==> config.mk <==
export PLATFORM = sky130hd
export DESIGN_NAME = pulse_gap_regulator
export DESIGN_NICKNAME = d
export VERILOG_FILES = /design/src/rtl/pulse_gap_regulator_pkg.sv /design/src/rtl/pulse_gap_regulator_sat_updown_cnt.sv /design/src/rtl/pulse_gap_regulator.sv
export SDC_FILE = /design/constraint.sdc
export NUM_CORES = 1
export LEC_CHECK = 0
export ABC_AREA = 1
export CAP_MARGIN = 0
export CORE_MARGIN = 2
export CORE_UTILIZATION = 45
export DETAILED_ROUTE_END_ITERATION = 12
export GPL_TIMING_DRIVEN = 0
export PLACE_DENSITY = 0.77
export SLEW_MARGIN = 15
export SYNTH_ARGS = -nofsm -noshare
export SYNTH_HDL_FRONTEND = slang
export SYNTH_SLANG_ARGS = --single-unit
==> constraint.sdc <==
create_clock -name i_clk -period 3.4 [get_ports i_clk]
set_input_delay 1.02 -clock i_clk [delete_from_list [all_inputs] [get_ports i_clk]]
set_output_delay 1.02 -clock i_clk [all_outputs]
set_load 0.02 [all_outputs]
==> src/rtl/pulse_gap_regulator_pkg.sv <==
// Shared types for the pulse gap regulator: FSM state encoding and drop-counter width.
package pulse_gap_pkg;

  typedef enum logic [1:0] {IDLE, EMIT, GAP} gap_state_t;

  localparam int DROP_CNT_W = 8;

endpackage

==> src/rtl/pulse_gap_regulator_sat_updown_cnt.sv <==
// Saturating up/down counter holding the number of pending events.
// An inc that coincides with a dec leaves the count unchanged.
// An inc that arrives while the counter is full is reported on drop.
module sat_updown_cnt #(
  parameter int W = 4
) (
  input  logic         gclk,
  input  logic         grst,
  input  logic         inc,
  input  logic         dec,
  output logic [W-1:0] count,
  output logic         full,
  output logic         drop
);

  assign full = &count;
  assign drop = inc && !dec && full;

  // Count up or down. The count sticks at max, and never goes below zero.
  always_ff @(posedge gclk) begin
    if (grst) begin
      count <= '0;
    end else if (inc && !dec && !full) begin
      count <= count + W'(1);
    end else if (dec && !inc && (count != '0)) begin
      count <= count - W'(1);
    end
  end

endmodule

==> src/rtl/pulse_gap_regulator.sv <==
// pulse_gap_regulator: paces single-cycle event pulses so that successive o_pulse
// rising edges are at least MIN_GAP source cycles apart. Events that cannot be
// emitted yet wait in a saturating counter. Events lost at saturation set a sticky flag.
// Optional build macro PULSE_GAP_STATS_EN adds o_drop_cnt, a saturating 8-bit
// count of dropped events.
module pulse_gap_regulator
  import pulse_gap_pkg::*;
#(
  parameter int MIN_GAP = 6,
  parameter int CNT_W   = 4
) (
  input  logic                  i_clk,
  input  logic                  i_rst,
  input  logic                  i_pulse,
  input  logic                  i_ovf_clr,
  output logic                  o_pulse,
  output logic [CNT_W-1:0]      o_pending,
  output logic                  o_overflow,
  output logic                  o_busy
`ifdef PULSE_GAP_STATS_EN
  ,
  output logic [DROP_CNT_W-1:0] o_drop_cnt
`endif
);

  localparam int GW = $clog2(MIN_GAP);
  // gap_cnt reaches zero in the last GAP cycle, so EMIT plus GAP last MIN_GAP cycles.
  localparam logic [GW-1:0] GAP_LOAD = GW'(MIN_GAP - 2);

  gap_state_t    state;
  logic [GW-1:0] gap_cnt;
  logic          take;
  logic          drop;
  logic          pend_full_unused;

  // A new pulse is launched from IDLE, or from the last GAP cycle. This keeps
  // back-to-back emissions exactly MIN_GAP apart, with no idle bubble.
  assign take = ((state == IDLE) || ((state == GAP) && (gap_cnt == '0))) &&
                ((o_pending != '0) || i_pulse);

  assign o_busy = (state != IDLE) || (o_pending != '0);

  sat_updown_cnt #(.W(CNT_W)) u_pending (
    .gclk  (i_clk),
    .grst  (i_rst),
    .inc   (i_pulse),
    .dec   (take),
    .count (o_pending),
    .full  (pend_full_unused),
    .drop  (drop)
  );

  // Pacing FSM: EMIT is the single o_pulse cycle, and GAP holds off the next one.
  always_ff @(posedge i_clk) begin
    if (i_rst) begin
      state   <= IDLE;
      gap_cnt <= '0;
      o_pulse <= 1'b0;
    end else begin
      o_pulse <= take;
      case (state)
        IDLE: if (take) state <= EMIT;
        EMIT: begin
          state   <= GAP;
          gap_cnt <= GAP_LOAD;
        end
        GAP: begin
          if (gap_cnt != '0) gap_cnt <= gap_cnt - GW'(1);
          else               state   <= take ? EMIT : IDLE;
        end
        default: state <= IDLE;
      endcase
    end
  end

  // Sticky overflow flag. A drop in the same cycle overrides a clear.
  always_ff @(posedge i_clk) begin
    if (i_rst)          o_overflow <= 1'b0;
    else if (drop)      o_overflow <= 1'b1;
    else if (i_ovf_clr) o_overflow <= 1'b0;
  end

`ifdef PULSE_GAP_STATS_EN
  // Drop statistics. The count saturates at all-ones. An increment that meets a clear restarts at 1.
  always_ff @(posedge i_clk) begin
    if (i_rst) begin
      o_drop_cnt <= '0;
    end else if (drop) begin
      if (i_ovf_clr)         o_drop_cnt <= DROP_CNT_W'(1);
      else if (~&o_drop_cnt) o_drop_cnt <= o_drop_cnt + DROP_CNT_W'(1);
    end else if (i_ovf_clr) begin
      o_drop_cnt <= '0;
    end
  end
`endif

endmodule

==> run_results.csv, run 1 <==
group,metric,value,unit
placement,dp_hpwl,893.8,µm
detailed_routing,ant_nets,0,
detailed_routing,drt-initial-drc-count,9,
timing,timing.final.ws_setup,0.7736,ns
setup_path,arrival,2.79,ns
min_path,hold-path-cell-count,2,
setup_path,cp-start-kind,"primary input",
timing,rsz0062_at_grt,"false",
detailed_routing,via_count,549,
outcome,status,"finished, final reports clean",
setup_path,required,3.57,ns
timing,hold_viol,0,
timing,maxSlewViolCount,0,
clock_tree,cts_sinks,11,
finish,regArea,220.2,µm²
clock_tree,cts_tree,"yes",
detailed_routing,viasPerCell,5.037,
die,die_h,41.21,µm
logic_synthesis,syn_area_per_cell,7.693,µm²
setup_path,worst_path_max_delay_cell,"clkdlybuf4s50_1",
clock_tree,cts_max_level,1,
detailed_routing,wl_met2,513,µm
global_route,grt_overflow_total,0,
finish,n_fill_cell,136,
pwr,power_density,945.1,nW/µm²
finish,area_growth,21.69,%
setup_path,path_cells,"clkdlybuf4s50_1, nand3_2, ha_1, nand2_1, nand2_1, nor2_1, nand4_1, nand3_2, nand2_1, nand2_1, nor2_1",
finish,final_cell_area,758.2,µm²
setup_path,endpoint_kind,"flip-flop",
logic_synthesis,synth_seq_area_share,0.3534,
die,die_w,41.21,µm
timing,tns,0,ns
die,num_rows,13,
detailed_routing,drc,0,
logic_synthesis,yosys_warnings,0,
clock_tree,cts_buffer_depth,2,
detailed_routing,route.met3.wl,65,µm
logic_synthesis,syn-num-nets,90,
timing,fmax,380.7,MHz
logic_synthesis,ys_ff_latch,11,
placement,dpl_cell_area,732.0,µm²
setup_path,r2r_slack,1.29,ns
setup_path,crit_family,"simple AND/OR/NAND/NOR gates",
setup_path,path_common_cell,"nand2_1",
logic_synthesis,synthDistinctLibCells,21,
clock_tree,cts_hold_buf,0,
placement,numPortBuffers,9,
detailed_routing,drt_pre_antenna_iters,4,
timing,setup_viol,0,
clock_tree,numCtsBuffers,3,
job,cap_violations,0,
die,ios,11,
setup_path,r2r_cells,15,
timing,finalCritPeriodShare,0.7725,
detailed_routing,dr.max_layer_used,"met3",
global_route,grt_antenna_before_repair,0,
clock_tree,clk_latency,0.27,ns
finish,multi_input_area,349.1,µm²
placement,post-place-ws,0.4877,ns
min_path,hold_path_class,"flip-flop to flip-flop",
timing,clock_skew,0.003313,ns
logic_synthesis,netlist_area,623.1,µm²
timing,fin_hold_ws,0.4699,ns
global_route,grt_pass1_wl,1.869,mm
setup_path,path_buf_inv,1,
timing,period_minus_slack,2.626,ns
clock_tree,cts_setup_buffers,0,
setup_path,r2r_start,"gap_cnt[0]",
global_route,grt_util_all_layers,0.1691,
die,die-area,1698,µm²
global_route,grt_pass1_vias,456,
finish,finalNetCount,104,
timing,worst_slew_pin_slew,0.2558,ns
detailed_routing,wl,1.149,mm
placement,globalplace.congestion,0.7392,
global_route,grt_max_degree,10,
setup_path,startpoint,"i_pulse",
pwr,peakVddDrop,0.4218,mV
setup_path,endpoint,"u_pending.count[3]",
finish,drive_above_1_share,0.1277,
clock_tree,post_cts_resized,0,
setup_path,crit_type,"primary input to flip-flop",
finish,n_antenna_cell,0,
detailed_routing,wl_per_cell,10.54,µm
setup_path,r2r-end,"u_pending.count[3]",
clock_tree,cts_root_buffer,"clkbuf_4",
die,core_area,1301,µm²
setup_path,critical-path-max-stage-delay,0.57,ns
setup_path,crit_cells,11,
die,initial_core_util,0.4788,
timing,slew_headroom,0.8292,
detailed_routing,met1_length,571,µm
pwr,p_leak,0.0003366,µW
clock_tree,clkTransAtPathRegs,0.07,ns
setup_path,crit_fanout,6,
logic_synthesis,synthCells,81,
## sequential cells by signal, indices dropped and copies added, names as in the netlist
register,count
gap_cnt,3
o_overflow,1
u_pending.count,4
o_pulse,1
state,2
## metrics by stage
stage	utilization	total power, µW	std cells
6_report	0.5827	716.6	109
5_1_grt	0.5827	780.0	109
4_1_cts	0.5827	722.0	109
3_5_place_dp	0.5625	629.0	105
3_3_place_gp	0.5625	614.7	105
2_1_floorplan	-	507.4	81
## cell usage in the layout, fill, tap and decap left out, drive strengths merged, types with 3 or more instances in the layout
cell           instances
a21oi                  5
clkbuf                 5
clkdlybuf4s50          9
dfxtp                 11
ha                     4
inv                   13
nand2                 17
nand3                  4
nand4                  3
nor2                  12
## power by group
part | switching, µW | internal (µW) | total, µW
sequential | 47.3 | 171 | 218
clock | 47.1 | 45.4 | 92.4
combinational | 234 | 172 | 406
total | 328 | 389 | 717
## how the worst min path moves through the flow
stage | start | end
global placement | o_overflow | o_overflow
floorplan | gap_cnt[2] | gap_cnt[2]
detailed placement | o_overflow | o_overflow
global route | o_overflow | o_overflow
CTS | o_overflow | o_overflow
finish | o_overflow | o_overflow
## final cells by class
class,count,share of cell area
sequential,11,0.2904
multi-input combinational,56,0.4604
timing repair buffer,9,0.1188
inverter,13,0.06436
buffer,1,0.006601
clock buffer,4,0.03465
tap,15,0.02475
## worst reg2reg max path: cells and delay by family, from the launching register on
family / cells / cell delay, ns
buffers and inverters: 1 / 0.07
AND/OR/NAND/NOR: 12 / 0.98
flip-flops: 1 / 0.31
adder cells (fa/ha/maj): 2 / 0.62
## Yosys cell counts
library cell	number	area share
inv_1	12	0.072
nand2_1	12	0.072
nor2_1	12	0.072
dfxtp_1	11	0.35
a21oi_1	5	0.040
ha_1	4	0.080
nand2_4	4	0.072
nand4_1	3	0.030
a211oi_1	2	0.024
nand3_1	2	0.016
nand3_2	2	0.032
nor3_1	2	0.016
o21ai_0	2	0.016
a31oi_1	1	0.010
clkbuf_2	1	0.0080
fa_1	1	0.032
inv_2	1	0.0060
nand2_2	1	0.010
nand3b_1	1	0.012
o22ai_1	1	0.010
xnor2_1	1	0.014
## cell families after synthesis
group           after synthesis  share of synthesized area
flops                        11                     0.3534
fa+ha+maj                     5                     0.1125
xor+xnor                      1                    0.01406
compound gates               11                     0.1004
simple gates                 39                     0.3333
buf+inv                      14                    0.08633
## metal layers
layer | vias up | global-route usage
li1 | 288 | -
met1 | 250 | 0.2328
met2 | 11 | 0.2656
met3 | 0 | 0.06522
met4 | 0 | 0
met5 | - | 0
No activity file was read; power rests on OpenSTA's default activity.
==> run 2, diff against run 1 <==
CORE_UTILIZATION = 44   (was 45)
PLACE_DENSITY = 0.78   (was 0.77)
clock period = 2.4 ns   (was 3.4 ns; I/O delays follow)
==> run 2 against run 1 <==
  * Clock skew increased by 0.0021 ns
  * Clock-buffer cell count did not move
  * Hold slack worse by 0.0023 ns
  * Sequential share of layout area decreased by 0.38 points
==> run_results.csv, run 2 (synthesized netlist as in run 1, its figures left out) <==
group,metric,value,unit
clock_tree,clk_latency,0.27,ns
min_path,hold_path_class,"flip-flop to flip-flop",
setup_path,startpoint,"u_pending.count[0]",
timing,worst_slew_pin_slew,0.2611,ns
finish,fin_util,0.5831,
die,initial_core_util,0.4729,
timing,period_minus_slack,2.262,ns
global_route,grt_pass1_vias,475,
detailed_routing,via_count,533,
timing,maxSlewViolCount,0,
die,die_h,41.63,µm
finish,top_register,"u_pending.count",
clock_tree,numCtsBuffers,3,
die,die_w,41.63,µm
die,num_rows,13,
pwr,peakVddDrop,0.6456,mV
timing,clock_skew,0.005436,ns
placement,dp_cells,105,
outcome,status,"finished, final reports clean",
clock_tree,cts_buffer_depth,2,
timing,setup_viol,0,
setup_path,arrival,1.54,ns
pwr,p_comb_frac,0.570,
setup_path,crit_type,"flip-flop to output pin",
clock_tree,clkTransAtPathRegs,0.07,ns
die,ios,11,
pwr,p_clk_frac,0.126,
pwr,power_frac_seq,0.304,
clock_tree,cts_tree,"yes",
timing,rsz0062_at_grt,"false",
clock_tree,cts_max_level,1,
setup_path,r2r-end,"u_pending.count[3]",
pwr,p_leak,0.0003463,µW
placement,numPortBuffers,9,
timing,tns,0,ns
pwr,total_power,1012,µW
die,die-area,1733,µm²
finish,n_antenna_cell,0,
global_route,grt_pass1_wl,1.904,mm
timing,finalCritPeriodShare,0.9423,
timing,hold_viol,0,
timing,fin_hold_ws,0.4675,ns
finish,largest_reg_flops,4,
detailed_routing,ant_nets,0,
finish,final_cells,109,
timing,fmax,442.2,MHz
pwr,cellInternalPower,552.3,µW
global_route,grt_overflow_total,0,
timing,slew_headroom,0.8257,
setup_path,r2r_slack,0.39,ns
setup_path,endpoint_kind,"output pin",
detailed_routing,drc,0,
setup_path,endpoint,"o_busy",
pwr,net-switching-power,459.3,µW
placement,globalplace.congestion,0.7682,
global_route,grt_max_degree,10,
setup_path,crit_fanout,7,
setup_path,r2r_start,"gap_cnt[0]",
finish,mostFrequentLayoutCells,"inv_1, nor2_1, nand2_1",
global_route,grt_util_all_layers,0.1421,
min_path,worstHoldStart,"o_overflow",
pwr,power_density,1317,nW/µm²
clock_tree,cts_root_buffer,"clkbuf_4",
global_route,grt_antenna_before_repair,0,
finish,finalNetCount,104,
detailed_routing,drt_pre_antenna_iters,3,
detailed_routing,viasPerCell,4.890,
setup_path,cp-start-kind,"flip-flop",
setup_path,r2r_cells,15,
finish,drive_above_1_share,0.1277,
clock_tree,cts_sinks,11,
finish,top_regs,"u_pending.count (4), gap_cnt (3), state (2)",
setup_path,required,1.68,ns
detailed_routing,drt-initial-drc-count,11,
placement,dp_hpwl,850.9,µm
pwr,p_sw_frac,0.4540,
die,core_area,1318,µm²
detailed_routing,wl,1.069,mm
job,cap_violations,0,
detailed_routing,wl_per_cell,9.807,µm
finish,area_growth,23.29,%
==> run 2: cell count changes in the layout (fill, tap and decap cells not counted), sizes merged <==
cell / before / now
dlymetal6s2s: 0 / 1
clkdlybuf4s50: 9 / 8
==> run 2: final cells by class <==
cell class                      instances  area [µm²]
Timing Repair Buffer                    9       92.59
Clock buffer                            4       26.28
Tap cell                               15       18.77
Sequential cell                        11       220.2
Fill cell                             115       549.3
Buffer                                  1       5.005
Inverter                               13       48.80
Multi-Input combinational cell         56       356.6
==> run 2: per-stage QoR <==
step	cell area [µm²]	worst slack, ns
finish	768.2	0.1385
global route	768.2	0.03417
CTS	758.2	0.07217
detailed placement	732.0	-0.2051
global placement	732.0	-0.1857
floorplan	623.1	0.4934
==> run 2: timing repair <==
action,in CTS,in global routing
hold buffers,0,0
resized for setup,0,2
setup endpoints to repair,0,1
setup buffers,0,0
==> run 2: power by group through the flow <==
stage / Combinational, µW / Sequential (µW) / Clock (µW)
after floorplan: 375 / 344 / 0
after global placement: 560 / 310 / 0
after detailed placement: 576 / 312 / 0
after CTS: 578 / 309 / 130
after global routing: 643 / 321 / 141
final: 576 / 307 / 128
==> run 2: worst max-delay path: stages (launching register included) <==
cell,delay [ns]
dfxtp_1,0.47
nor2_1,0.12
nand4_1,0.09
clkdlybuf4s50_1,0.60
==> run 2: worst min path at each step <==
stage / end / slack (ns) / cells past startpoint
after floorplan: gap_cnt[2] / 0.46 / 2
after global placement: o_overflow / 0.45 / 2
after detailed placement: o_overflow / 0.46 / 2
after CTS: o_overflow / 0.47 / 2
after global routing: o_overflow / 0.51 / 2
final: o_overflow / 0.47 / 2
==> run 2: per-layer routing <==
layer  GRT usage  vias to the layer above  routed length, µm
met2      0.2250                       10                471
li1            -                      288                  -
met5           0                        -                  0
met1      0.1784                      235                524
met4     0.01935                        0                  0
met3     0.06957                        0                 73
==> run 3, diff against run 2 <==
CORE_MARGIN = 3   (was 2)
==> run 3 against run 2 <==
  * Flip-flop and latch count unchanged
  * Clock power decreased by 3%
  * Highest routed layer is now met4
  * Utilization increased by 4.7 points
  * Final cell count decreased by 0.92%
  * First-iteration DRC count decreased by 55%
  * Clock-buffer cell count decreased by 1
  * Sequential power about the same
  * Critical path type unchanged
  * Global-route usage increased by 1.0 points
==> run_results.csv, run 3 (synthesized netlist as in run 1, its figures left out) <==
group,metric,value,unit
timing,fin_hold_ws,0.4682,ns
die,core_area,1216,µm²
finish,top_register,"u_pending.count",
outcome,status,"finished, final reports clean",
finish,n_fill_cell,117,
pwr,net-switching-power,463.7,µW
finish,largest_reg_flops,4,
die,die_h,43.63,µm
setup_path,cp-start-kind,"flip-flop",
pwr,p_clk_frac,0.123,
finish,area_growth,22.89,%
setup_path,endpoint_kind,"output pin",
finish,final_cell_area,765.7,µm²
timing,setup_viol,0,
finish,finalNetCount,104,
finish,fin_util,0.6296,
timing,finalCritPeriodShare,0.9528,
setup_path,r2r_start,"gap_cnt[0]",
finish,final_cells,108,
clock_tree,cts_max_level,1,
global_route,grt_pass1_vias,477,
timing,worst_slew_pin_slew,0.2735,ns
finish,mostFrequentLayoutCells,"inv_1, nor2_1, nand2_1",
setup_path,path_cells,"nor2_1, nand4_1, clkdlybuf4s50_1",
timing,fmax,437.3,MHz
job,cap_violations,0,
detailed_routing,drt-initial-drc-count,5,
timing,rsz0062_at_grt,"false",
clock_tree,cts_tree,"yes",
die,num_rows,12,
placement,dpl_cell_area,730.7,µm²
detailed_routing,via_count,534,
setup_path,arrival,1.57,ns
detailed_routing,wl,1.206,mm
setup_path,crit_fanout,7,
timing,hold_viol,0,
detailed_routing,drt_pre_antenna_iters,4,
timing,tns,0,ns
global_route,grt_util_all_layers,0.1522,
pwr,p_comb_frac,0.573,
setup_path,path_buf_inv,1,
placement,numPortBuffers,9,
finish,top_regs,"u_pending.count (4), gap_cnt (3), state (2)",
min_path,worstHoldStart,"o_overflow",
clock_tree,clk_latency,0.27,ns
setup_path,required,1.68,ns
die,die-area,1904,µm²
finish,multi_input_area,356.6,µm²
setup_path,worst_path_max_delay_cell,"clkdlybuf4s50_1",
die,die_w,43.63,µm
clock_tree,numCtsBuffers,3,
clock_tree,cts_root_buffer,"clkbuf_4",
pwr,p_sw_frac,0.4579,
pwr,cellInternalPower,549.0,µW
pwr,power_density,1323,nW/µm²
clock_tree,cts_sinks,11,
finish,n_antenna_cell,0,
global_route,grt_antenna_before_repair,0,
setup_path,startpoint,"u_pending.count[0]",
clock_tree,cts_hold_buf,0,
min_path,hold_path_class,"flip-flop to flip-flop",
pwr,power_frac_seq,0.304,
setup_path,crit_type,"flip-flop to output pin",
global_route,grt_pass1_wl,2.132,mm
pwr,peakVddDrop,0.7014,mV
timing,period_minus_slack,2.287,ns
global_route,grt_max_degree,10,
clock_tree,cts_buffer_depth,2,
die,ios,11,
setup_path,crit_family,"buffers and inverters",
detailed_routing,ant_nets,0,
pwr,p_leak,0.0003399,µW
placement,dp_hpwl,918.9,µm
finish,regArea,220.2,µm²
detailed_routing,drc,0,
placement,globalplace.congestion,0.8278,
finish,drive_above_1_share,0.1383,
setup_path,critical-path-max-stage-delay,0.61,ns
detailed_routing,viasPerCell,4.944,
detailed_routing,wl_per_cell,11.17,µm
clock_tree,clkTransAtPathRegs,0.07,ns
timing,clock_skew,0.003612,ns
die,initial_core_util,0.5123,
timing,slew_headroom,0.8174,
global_route,grt_overflow_total,0,
timing,maxSlewViolCount,0,
placement,dp_cells,104,
run 3: cell type report:
class / instances / area share
Clock inverter: 1 / 0.006536
Buffer: 1 / 0.006536
Inverter: 13 / 0.06373
Clock buffer: 3 / 0.02941
Timing Repair Buffer: 9 / 0.1176
Multi-Input combinational cell: 56 / 0.4657
Sequential cell: 11 / 0.2876
Tap cell: 14 / 0.02288
run 3: final timing paths:
| check | to | slack [ns] | cells past startpoint |
|---|---|---|---|
| setup / recovery | o_busy | 0.11 | 3 |
| hold / removal | o_overflow | 0.47 | 2 |
| setup reg to reg | u_pending.count[3] | 0.37 | 15 |
| hold reg to reg | o_overflow | 0.47 | 2 |
run 3: power by group through the flow:
| stage | sequential, µW | combinational (µW) | clock (µW) |
|---|---|---|---|
| after floorplan | 344 | 375 | 0 |
| after global placement | 309 | 561 | 0 |
| after detailed placement | 311 | 577 | 0 |
| after CTS | 307 | 580 | 132 |
| final | 308 | 581 | 124 |
| after global routing | 318 | 654 | 145 |
run 3: worst register-to-register path: stages, from the launching register on:
cell and delay, ns:
dfxtp_1 0.31, inv_1 0.07, ha_1 0.24, nand2_4 0.10, nand2_4 0.05, nand2_4 0.09, nand3_4 0.12, ha_1 0.36
nand2_1 0.08, nand2_1 0.04, nor2_1 0.13, nand4_1 0.12, nand3_2 0.09, nand2_1 0.05, nand2_1 0.05, nor2_1 0.03
run 3: metrics by stage:
step	total power (µW)	setup WS [ns]
2_1_floorplan	718.8	0.4934
3_3_place_gp	869.3	-0.2016
3_5_place_dp	887.9	-0.1842
4_1_cts	1019	0.09510
5_1_grt	1116	0.003649
6_report	1013	0.1134
run 3: layer usage:
layer | track usage | vias up | part of all wire
met1 | 0.1839 | 224 | 0.45
met2 | 0.2355 | 18 | 0.46
met3 | 0.08299 | 2 | 0.080
li1 | - | 290 | -
met5 | 0 | - | 0
met4 | 0.03614 | 0 | 0.0066
run 3: timing repair:
| action | in CTS | in global routing |
|---|---|---|
| resized for setup | 0 | 1 |
| endpoints found under the hold margin | 0 | 0 |
| buffers inserted | 0 | 0 |
| setup endpoints to repair | 0 | 1 |
